`src/rtl/ultra_pkg.sv`:
```
// Shared types and constants for the ultrasonic ranger array controller.
package ultra_pkg;

  typedef enum logic [2:0] {
    S_IDLE,
    S_TRIG,
    S_WAIT_ECHO,
    S_COUNT,
    S_CALC,
    S_HOLDOFF
  } ultra_state_t;

  // cm ~= us / 58 computed as (us * 1130) >> 16
  localparam int CM_MULT  = 1130;
  localparam int CM_SHIFT = 16;

  function automatic int us_to_cyc(input int f_clk, input int us);
    return us * (f_clk / 1_000_000);
  endfunction

endpackage

```
`src/rtl/us_tick_gen.sv`:
```
// Microsecond prescaler: one-cycle tick every CYC clocks, phase reset by restart.
module us_tick_gen #(
  parameter int CYC = 50
) (
  input  logic clk,
  input  logic rst_n,
  input  logic restart,
  output logic tick
);

  localparam int W = (CYC > 1) ? $clog2(CYC) : 1;
  localparam logic [W-1:0] LAST = W'(CYC - 1);

  logic [W-1:0] cnt;

  always_ff @(posedge clk) begin
    if (!rst_n || restart) cnt <= '0;
    else if (cnt == LAST)  cnt <= '0;
    else                   cnt <= cnt + 1'b1;
  end

  // Tick is decoded from the count only, so restart never loops back into it.
  assign tick = (cnt == LAST);

endmodule

```
`src/rtl/ultrasonic_array_ctrl.sv`:
```
// Round-robin HC-SR04 array driver: trigger, time the echo in us, convert to cm.
module ultrasonic_array_ctrl
  import ultra_pkg::*;
#(
  parameter int F_CLK      = 50_000_000,
  parameter int N_CH       = 4,
  parameter int TRIG_US    = 10,
  parameter int TIMEOUT_US = 30_000,
  parameter int HOLDOFF_US = 60_000,
  parameter int DIST_W     = 16
) (
  input  logic                                     clk,
  input  logic                                     rst_n,
  input  logic                                     enable,
  input  logic [N_CH-1:0]                          echo,
  input  logic [DIST_W-1:0]                        near_thresh,
  output logic [N_CH-1:0]                          trig,
  output logic                                     busy,
  output logic                                     dist_valid,
  output logic [((N_CH > 1) ? $clog2(N_CH) : 1)-1:0] dist_ch,
  output logic [DIST_W-1:0]                        dist_cm,
  output logic                                     dist_timeout,
  output logic [N_CH-1:0]                          near
);

  localparam int CH_W   = (N_CH > 1) ? $clog2(N_CH) : 1;
  localparam int US_CYC = us_to_cyc(F_CLK, 1);
  localparam int UC_MAX = (TIMEOUT_US > HOLDOFF_US)
                          ? ((TIMEOUT_US > TRIG_US) ? TIMEOUT_US : TRIG_US)
                          : ((HOLDOFF_US > TRIG_US) ? HOLDOFF_US : TRIG_US);
  localparam int UC_W   = $clog2(UC_MAX + 1);
  localparam int PW     = (UC_W + 11 > CM_SHIFT + DIST_W + 1) ? UC_W + 11
                                                               : CM_SHIFT + DIST_W + 1;

  localparam logic [UC_W-1:0] TRIG_LAST = UC_W'(TRIG_US - 1);
  localparam logic [UC_W-1:0] TO_LAST   = UC_W'(TIMEOUT_US - 1);
  localparam logic [UC_W-1:0] HO_LAST   = UC_W'(HOLDOFF_US - 1);
  localparam logic [CH_W-1:0] CH_LAST   = CH_W'(N_CH - 1);

  ultra_state_t    state, state_next;
  logic [CH_W-1:0] ch;
  logic [UC_W-1:0] us_cnt;
  logic            tick, restart;
  logic            to_flag, to_set;
  logic [N_CH-1:0] rise, fall;

  // 2-FF synchroniser plus one registered edge-detect stage per channel
  for (genvar i = 0; i < N_CH; i++) begin : g_sync
    logic s1, s2, s3, rise_r, fall_r;
    always_ff @(posedge clk) begin
      if (!rst_n) begin
        s1     <= 1'b0;
        s2     <= 1'b0;
        s3     <= 1'b0;
        rise_r <= 1'b0;
        fall_r <= 1'b0;
      end else begin
        s1     <= echo[i];
        s2     <= s1;
        s3     <= s2;
        rise_r <= s2 & ~s3;
        fall_r <= ~s2 & s3;
      end
    end
    assign rise[i] = rise_r;
    assign fall[i] = fall_r;
  end

  us_tick_gen #(.CYC(US_CYC)) u_tick (
    .clk     (clk),
    .rst_n   (rst_n),
    .restart (restart),
    .tick    (tick)
  );

  assign restart = (state_next != state);

  always_comb begin
    state_next = state;
    to_set     = 1'b0;
    case (state)
      S_IDLE:      if (enable) state_next = S_TRIG;
      S_TRIG:      if (tick && us_cnt == TRIG_LAST) state_next = S_WAIT_ECHO;
      S_WAIT_ECHO: begin
        if (rise[ch]) state_next = S_COUNT;
        else if (tick && us_cnt == TO_LAST) begin
          to_set     = 1'b1;
          state_next = S_CALC;
        end
      end
      S_COUNT: begin
        if (fall[ch]) state_next = S_CALC;
        else if (tick && us_cnt == TO_LAST) begin
          to_set     = 1'b1;
          state_next = S_CALC;
        end
      end
      S_CALC:      state_next = S_HOLDOFF;
      S_HOLDOFF:   if (tick && us_cnt == HO_LAST) state_next = enable ? S_TRIG : S_IDLE;
      default:     state_next = S_IDLE;
    endcase
  end

  always_ff @(posedge clk) begin
    if (!rst_n) state <= S_IDLE;
    else        state <= state_next;
  end

  // The measured width must survive into CALC, so that entry does not clear it.
  always_ff @(posedge clk) begin
    if (!rst_n)                               us_cnt <= '0;
    else if (restart && state_next != S_CALC) us_cnt <= '0;
    else if (tick && state != S_IDLE)         us_cnt <= us_cnt + 1'b1;
  end

  always_ff @(posedge clk) begin
    if (!rst_n)                                         ch <= '0;
    else if (state == S_HOLDOFF && state_next != S_HOLDOFF)
      ch <= (ch == CH_LAST) ? '0 : ch + 1'b1;
  end

  always_ff @(posedge clk) begin
    if (!rst_n)               to_flag <= 1'b0;
    else if (state == S_TRIG) to_flag <= 1'b0;
    else if (to_set)          to_flag <= 1'b1;
  end

  logic [PW-1:0]     prod, quo;
  logic [DIST_W-1:0] cm_calc;

  always_comb begin
    prod    = PW'(us_cnt) * PW'(CM_MULT);
    quo     = prod >> CM_SHIFT;
    cm_calc = (|quo[PW-1:DIST_W]) ? '1 : quo[DIST_W-1:0];
  end

  always_ff @(posedge clk) begin
    if (!rst_n) begin
      dist_valid   <= 1'b0;
      dist_ch      <= '0;
      dist_cm      <= '0;
      dist_timeout <= 1'b0;
      near         <= '0;
    end else begin
      dist_valid <= (state == S_CALC);
      if (state == S_CALC) begin
        dist_ch      <= ch;
        dist_timeout <= to_flag;
        dist_cm      <= to_flag ? '1 : cm_calc;
        near[ch]     <= !to_flag && (cm_calc < near_thresh);
      end
    end
  end

  always_comb begin
    trig = '0;
    if (state == S_TRIG) trig[ch] = 1'b1;
  end

  assign busy = (state != S_IDLE);

endmodule

```
`config.mk`:
```
export PLATFORM = sky130hd
export DESIGN_NAME = ultrasonic_array_ctrl
export DESIGN_NICKNAME = d
export VERILOG_FILES = /design/src/rtl/ultra_pkg.sv /design/src/rtl/us_tick_gen.sv /design/src/rtl/ultrasonic_array_ctrl.sv
export SDC_FILE = /design/constraint.sdc
export NUM_CORES = 1
export LEC_CHECK = 0
export CAP_MARGIN = 20
export CORE_MARGIN = 2
export CORE_UTILIZATION = 45
export CTS_CLUSTER_SIZE = 30
export DETAILED_ROUTE_END_ITERATION = 7
export PLACE_DENSITY = 0.72
export REMOVE_ABC_BUFFERS = 1
export SLEW_MARGIN = 5
export SYNTH_ARGS = -nofsm -noshare
export SYNTH_HDL_FRONTEND = slang
export SYNTH_SLANG_ARGS = --single-unit
export TNS_END_PERCENT = 100
```
`constraint.sdc`:
```
create_clock -name clk -period 7.6 [get_ports clk]
set_input_delay 2.28 -clock clk [delete_from_list [all_inputs] [get_ports clk]]
set_output_delay 2.28 -clock clk [all_outputs]
set_load 0.02 [all_outputs]
```
==> impl_metrics.env, run 1 <==
export IMPL_grt_pass1_vias=4594
export IMPL_crit_start="us_cnt[6]"
export IMPL_clock_tree_root_cell="clkbuf_16"
export IMPL_dpl_hpwl_microns=10500
export IMPL_endpoint_kind="flop"
export IMPL_start_util_pct=45.9
export IMPL_p_seq_share_pct=42.5
export IMPL_path_clk_slew_ps=70
export IMPL_r2r_start="us_cnt[6]"
export IMPL_ys_types=54
export IMPL_vias_per_cell=5.15
export IMPL_grt_pass1_wl_microns=22300
export IMPL_post_cts_setup_buffers=0
export IMPL_avgSynthCellArea_sq_um=9.24
export IMPL_p_sw_mw=0.182
export IMPL_setup_viol=0
export IMPL_finalClockSkew_ps=12.3
export IMPL_holdBufCountCts=0
export IMPL_leakage_nw=3.27
export IMPL_synthCells=627
export IMPL_finalHoldViolations=0
export IMPL_r2r_end="near[1]"
export IMPL_dieArea_sq_um=13800
export IMPL_reg2reg_slack_ps=1570
export IMPL_die_w_microns=117
export IMPL_num_io_pins=52
export IMPL_worstSetupPathType="reg -> reg"
export IMPL_fin_crit_sh_pct=79.3
export IMPL_rows=41
export IMPL_final_max_slew_viol_count=0
export IMPL_wl_per_cell_microns=15.4
export IMPL_crit_arrival_ps=6220
export IMPL_swShare_pct=21.6
export IMPL_drt_iter0_drc=213
export IMPL_cts_max_path_buffers=2
export IMPL_routed_wl_microns=13100
export IMPL_endpoint="near[1]"
export IMPL_hold_class="reg -> reg"
export IMPL_maxCapViolCount=0
export IMPL_whs_ps=405
export IMPL_grt_max_degree=34
export IMPL_ys_ff_latch=67
export IMPL_cts_tree="yes"
export IMPL_die_h_microns=117
export IMPL_synth_edf_count=0
export IMPL_io_buffers=51
export IMPL_ys_async_sr_fraction_pct=0
export IMPL_post_route_drc_count=0
export IMPL_status="complete, no violations"
export IMPL_cp_max_fo=6
export IMPL_cts_htree_levels=3
export IMPL_final_layout_size_suffix_gt1_share_pct=6.89
export IMPL_n_antenna_cell=0
export IMPL_p_comb_share_pct=4.8
export IMPL_worstMarginPinSlew_ps=945
export IMPL_core_sq_um=12600
export IMPL_vdd_drop_max_v=0.000139
export IMPL_gp_congestion=0.951
export IMPL_num_vias=4400
export IMPL_grt_use_total_pct=19.9
export IMPL_syn_area_sq_um=5790
export IMPL_insertion_delay_ps=330
export IMPL_clock_sinks=67
export IMPL_start_kind="flop"
export IMPL_seq_area_frac_synth_pct=23.1
export IMPL_p_int_mw=0.664
export IMPL_cp_required_ps=7790
export IMPL_area_growth_pct=16.8
export IMPL_max_slew_margin_rel_pct=36.8
export IMPL_fmax_ghz=0.166
export IMPL_period_minus_slack_ps=6030
export IMPL_ys_flop_type="dfxtp_1"
export IMPL_rsz0062_at_grt="no"
export IMPL_fin_setup_tns_ps=0
export IMPL_synth_warning_count=0
export IMPL_firstDrtPassIters=4
export IMPL_cts_resized=0
export IMPL_overflow=0
export IMPL_cts_buffers_inserted=9
export IMPL_reg2reg_depth=21
export IMPL_antenna_found_initial=0
export IMPL_pwr_share_clk_pct=52.8
export IMPL_nets=850
export IMPL_antenna_left=0
export IMPL_p_per_area_nw_per_um2=125
-- area by class of cell --
cell class              instances  area (sq um)
clock buffers                  10           229
clock inverters                 6          90.1
fillers                      1153          5850
inverters                     108           405
multi-input cells             438          3960
flip-flops and latches         67          1340
well taps                     172           215
repair buffers                 53           526
-- Yosys cell counts (10+ instances only) --
library cell  instances  area share, %
ha_1                117             25
inv_1               108            7.0
dfxtp_1              67             23
nor2_1               41            2.7
nand2_1              39            2.5
fa_1                 33             11
a21oi_1              29            2.5
xnor2_1              22            3.3
and2_1               16            1.7
o21ai_0              16            1.4
nand3_1              11           0.95
nand4_1              10            1.1
nor2_4               10            1.9
-- layer usage --
layer | track usage, % | routed length (microns)
met1 | 25.2 | 6000
met2 | 34.5 | 6510
met3 | 3.73 | 391
met4 | 6.02 | 208
met5 | 0 | 0
-- sequential cells by signal, indices dropped and copies added (netlist names) --
name,count
to_flag,1
near,4
dist_cm,12
us_cnt,16
dist_ch,2
ch,2
g_sync.rise_r,4
g_sync.s2,4
g_sync.s1,4
g_sync.fall_r,4
u_tick.cnt,6
g_sync.s3,4
state,3
dist_valid,1
-- cell usage in the layout, fill, tap and decap left out, types with 6 or more instances in the layout --
| master | Yosys | layout |
|---|---|---|
| nand2_1 | 39 | 39 |
| nand4_1 | 10 | 10 |
| fa_1 | 33 | 33 |
| o21ai_0 | 16 | 16 |
| a31oi_1 | 7 | 7 |
| clkbuf_16 | 0 | 9 |
| a21oi_1 | 29 | 29 |
| clkdlybuf4s50_1 | 0 | 51 |
| dfxtp_1 | 67 | 67 |
| o221a_2 | 7 | 7 |
| nor2b_1 | 8 | 8 |
| nand3_1 | 11 | 11 |
| nor2_4 | 10 | 10 |
| ha_1 | 117 | 117 |
| inv_1 | 108 | 108 |
| and2_1 | 16 | 16 |
| xnor2_1 | 22 | 22 |
| nor2_1 | 41 | 41 |
| nor3_1 | 6 | 6 |
-- cells by family (layout without fill, tap and decap cells) --
| family | after synthesis | count (layout) | synth area share, % |
|---|---|---|---|
| flops | 67 | 67 | 23.1 |
| mux | 3 | 3 | 0.950 |
| xor+xnor | 27 | 27 | 4.21 |
| fa+ha+maj | 150 | 150 | 36.7 |
| buf+inv | 122 | 177 | 8.44 |
| simple gates | 171 | 171 | 16.5 |
| compound gates | 87 | 87 | 10.1 |
-- worst min-delay path by stage --
stage	startpoint	cells after the start	endpoint
2_1_floorplan	g_sync[0].s2	1	g_sync[0].fall_r
3_3_place_gp	g_sync[1].s2	1	g_sync[1].fall_r
3_5_place_dp	g_sync[2].s2	1	g_sync[2].fall_r
4_1_cts	g_sync[3].s2	1	g_sync[3].fall_r
5_1_grt	g_sync[1].s3	1	g_sync[1].rise_r
6_report	g_sync[3].s2	1	g_sync[3].fall_r
-- worst max-delay path: stages, from the launching register on --
cell,delay [ps]
dfxtp_1,490
inv_1,160
ha_1,320
ha_1,300
fa_1,510
fa_1,560
inv_1,60
fa_1,500
inv_1,40
ha_1,310
a211oi_1,210
o211ai_1,150
o21ai_0,250
a21boi_0,170
a221o_1,400
xor2_1,180
ha_1,280
and4_1,210
and4_1,190
o21ai_0,80
a41oi_1,380
a31oi_1,150
-- through the flow --
| step | instance area [sq um] | total power [mW] | instances | util [%] | setup WS, ps |
|---|---|---|---|---|---|
| floorplan | 5710 | 0.386 | 613 | - | 2150 |
| global placement | 6450 | 0.406 | 838 | 51.1 | 1750 |
| detailed placement | 6450 | 0.408 | 838 | 51.1 | 1660 |
| CTS | 6770 | 0.853 | 854 | 53.6 | 1610 |
| global route | 6770 | 0.877 | 854 | 53.6 | 1220 |
| finish | 6770 | 0.846 | 854 | 53.6 | 1570 |
-- power groups by stage --
stage	sequential (mW)	clock (mW)	combinational [mW]
floorplan	0.366	0	0.0205
global placement	0.367	0	0.0397
detailed placement	0.367	0	0.0406
CTS	0.359	0.453	0.0408
global route	0.360	0.474	0.0439
finish	0.359	0.447	0.0405
(Power assumes the default switching activity.)
==> run 2, diff against run 1 <==
==> constraint.sdc (replaced) <==
create_clock -name clk -period 5.89 [get_ports clk]
set_input_delay 1.767 -clock clk [delete_from_list [all_inputs] [get_ports clk]]
set_output_delay 1.767 -clock clk [all_outputs]
set_load 0.02 [all_outputs]
==> run 2 against run 1 <==
  * Sequential share of layout area is 0.19 points lower
  * First-iteration DRC count is 20% lower
  * Setup slack worse by 1200 ps
  * Largest cell class unchanged
  * Global-route usage is 0.19 points lower
  * Cell area is 1.6% higher
  * Power is 27% higher
  * Combinational power is 29% higher
  * Clock-buffer cell count is 1 lower
==> impl_metrics.env, run 2 (synthesis results as in run 1) <==
export IMPL_critPathSlowestCell="fa_1"
export IMPL_final_core_util_pct=54.5
export IMPL_reg2reg_depth=21
export IMPL_layout_commonest_cell="ha_1"
export IMPL_post_route_drc_count=0
export IMPL_cts_buffers_inserted=9
export IMPL_path_clk_slew_ps=60
export IMPL_grt_busiest_layer="met2"
export IMPL_clock_tree_root_cell="clkbuf_16"
export IMPL_area_growth_pct=18.7
export IMPL_clock_sinks=67
export IMPL_wl_per_cell_microns=15.1
export IMPL_antenna_left=0
export IMPL_cts_max_path_buffers=2
export IMPL_p_seq_share_pct=43.3
export IMPL_num_io_pins=52
export IMPL_r2r_end="near[3]"
export IMPL_cts_tree="yes"
export IMPL_dpl_hpwl_microns=10400
export IMPL_grt_use_total_pct=19.7
export IMPL_gp_congestion=0.853
export IMPL_dieArea_sq_um=13800
export IMPL_vias_per_cell=5.22
export IMPL_final_layout_size_suffix_gt1_share_pct=10.4
export IMPL_num_vias=4499
export IMPL_largest_reg_flops=16
export IMPL_status="complete, no violations"
export IMPL_reg2reg_slack_ps=330
export IMPL_endpoint="near[3]"
export IMPL_swShare_pct=23.4
export IMPL_fin_setup_tns_ps=0
export IMPL_finalClockSkew_ps=5.90
export IMPL_r2r_start="us_cnt[6]"
export IMPL_rows=41
export IMPL_registers_top_by_ff_count="us_cnt"
export IMPL_crit_arrival_ps=5770
export IMPL_fin_crit_sh_pct=94.4
export IMPL_firstDrtPassIters=4
export IMPL_leakage_nw=3.31
export IMPL_routed_wl_microns=13000
export IMPL_holdBufCountCts=0
export IMPL_p_sw_mw=0.251
export IMPL_pwr_share_clk_pct=51.8
export IMPL_overflow=0
export IMPL_endpoint_kind="flop"
export IMPL_hold_class="reg -> reg"
export IMPL_antenna_found_initial=0
export IMPL_die_w_microns=117
export IMPL_crit_start="us_cnt[6]"
export IMPL_met3_usage_pct=3.63
export IMPL_use_met2_pct=34.5
export IMPL_core_sq_um=12600
export IMPL_worstSetupPathType="reg -> reg"
export IMPL_io_buffers=51
export IMPL_fmax_ghz=0.180
export IMPL_grt_max_degree=34
export IMPL_grt_pass1_wl_microns=22500
export IMPL_finalHoldViolations=0
export IMPL_final_max_slew_viol_count=0
export IMPL_top_regs="us_cnt x16, dist_cm x12, u_tick.cnt x6"
export IMPL_setup_viol=0
export IMPL_met1_usage_pct=25.0
export IMPL_n_antenna_cell=0
export IMPL_p_int_mw=0.820
export IMPL_drt_iter0_drc=170
export IMPL_grt_pass1_vias=4685
export IMPL_start_kind="flop"
export IMPL_worstMarginPinSlew_ps=894
export IMPL_die_h_microns=117
export IMPL_path_cells="inv_1 -> ha_1 -> ha_1 -> fa_1 -> fa_1 -> inv_1 -> fa_1 -> inv_1 -> ha_1 -> a211oi_1 -> o211ai_1 -> o21ai_2 -> a21boi_1 -> a221o_1 -> xor2_1 -> ha_1 -> and4_1 -> and4_1 -> o21ai_0 -> a41oi_2 -> a31oi_1"
export IMPL_cp_max_fo=6
export IMPL_cp_required_ps=6100
export IMPL_cpMostUsedCell="ha_1"
export IMPL_p_per_area_nw_per_um2=156
export IMPL_period_minus_slack_ps=5560
export IMPL_maxCapViolCount=0
export IMPL_cts_htree_levels=3
export IMPL_p_comb_share_pct=4.9
export IMPL_nets=858
export IMPL_insertion_delay_ps=330
export IMPL_start_util_pct=45.9
export IMPL_max_slew_margin_rel_pct=40.3
export IMPL_vdd_drop_max_v=0.000107
export IMPL_final_cell_mix="ha_1 (117), inv_1 (108), dfxtp_1 (61)"
export IMPL_worst_path_largest_cell_delay_ps=540
-- run 2: cell types whose count changed in the layout (fill, tap and decap cells not counted), sizes merged --
| cell | before | now |
|---|---|---|
| clkbuf | 10 | 9 |
| buf | 2 | 10 |
| clkinv | 3 | 2 |
| bufinv | 2 | 1 |
| inv | 108 | 111 |
-- run 2: worst max-delay path, delay by kind of cell (launching register included) --
kind / cells / cell delay, ps
adders and majority gates: 7 / 2760
AOI/OAI and AO/OA: 8 / 1570
DFF: 1 / 390
and+or+nand+nor: 2 / 390
buffers and inverters: 3 / 170
xor gates and xnor gates: 1 / 160
-- run 2: worst min path at each step --
stage | start | end | slack [ps] | cells after the start
after CTS | g_sync[2].s3 | g_sync[2].rise_r | 410 | 1
after floorplan | g_sync[0].s2 | g_sync[0].fall_r | 380 | 1
after global placement | g_sync[1].s2 | g_sync[1].fall_r | 390 | 1
after global routing | g_sync[3].s2 | g_sync[3].fall_r | 420 | 1
after detailed placement | g_sync[1].s2 | g_sync[1].fall_r | 400 | 1
final | g_sync[3].s2 | g_sync[3].fall_r | 400 | 1
-- run 2: cell type report --
cell class                      instances  area [sq um]
Inverter                              108           405
Tap cell                              172           215
Clock buffer                            9           225
Sequential cell                        67          1350
Multi-Input combinational cell        438          4010
Clock inverter                          7          83.8
Fill cell                            1123          5740
Timing Repair Buffer                   61           586
-- run 2: power by group through the flow --
stage                     combinational (mW)  clock [mW]  sequential, mW
after floorplan                       0.0265           0           0.472
after global placement                0.0505           0           0.473
after detailed placement              0.0523           0           0.474
after CTS                             0.0526       0.560           0.463
after global routing                  0.0571       0.582           0.464
final                                 0.0524       0.555           0.463
-- run 2: stage by stage --
step / power, mW / hold slack (ps) / setup WS (ps) / cell area (sq um) / std cells
after floorplan: 0.499 / 382 / 440 / 5710 / 613
after global placement: 0.524 / 390 / 159 / 6500 / 845
after detailed placement: 0.526 / 400 / 19.0 / 6500 / 845
after CTS: 1.08 / 407 / 9.20 / 6810 / 861
after global routing: 1.10 / 416 / -15.5 / 6880 / 862
final: 1.07 / 403 / 333 / 6880 / 862
-- run 2: what timing repair did --
action	in CTS	in global routing
endpoints found under the hold margin	0	0
buffers inserted	0	1
resized for setup	0	19
setup endpoints to repair	0	4
-- run 2: metal layers --
metal | share of wire, % | wire length (microns)
met1 | 45 | 5830
met2 | 50 | 6460
met3 | 3.4 | 444
met5 | 0 | 0
met4 | 2.1 | 267
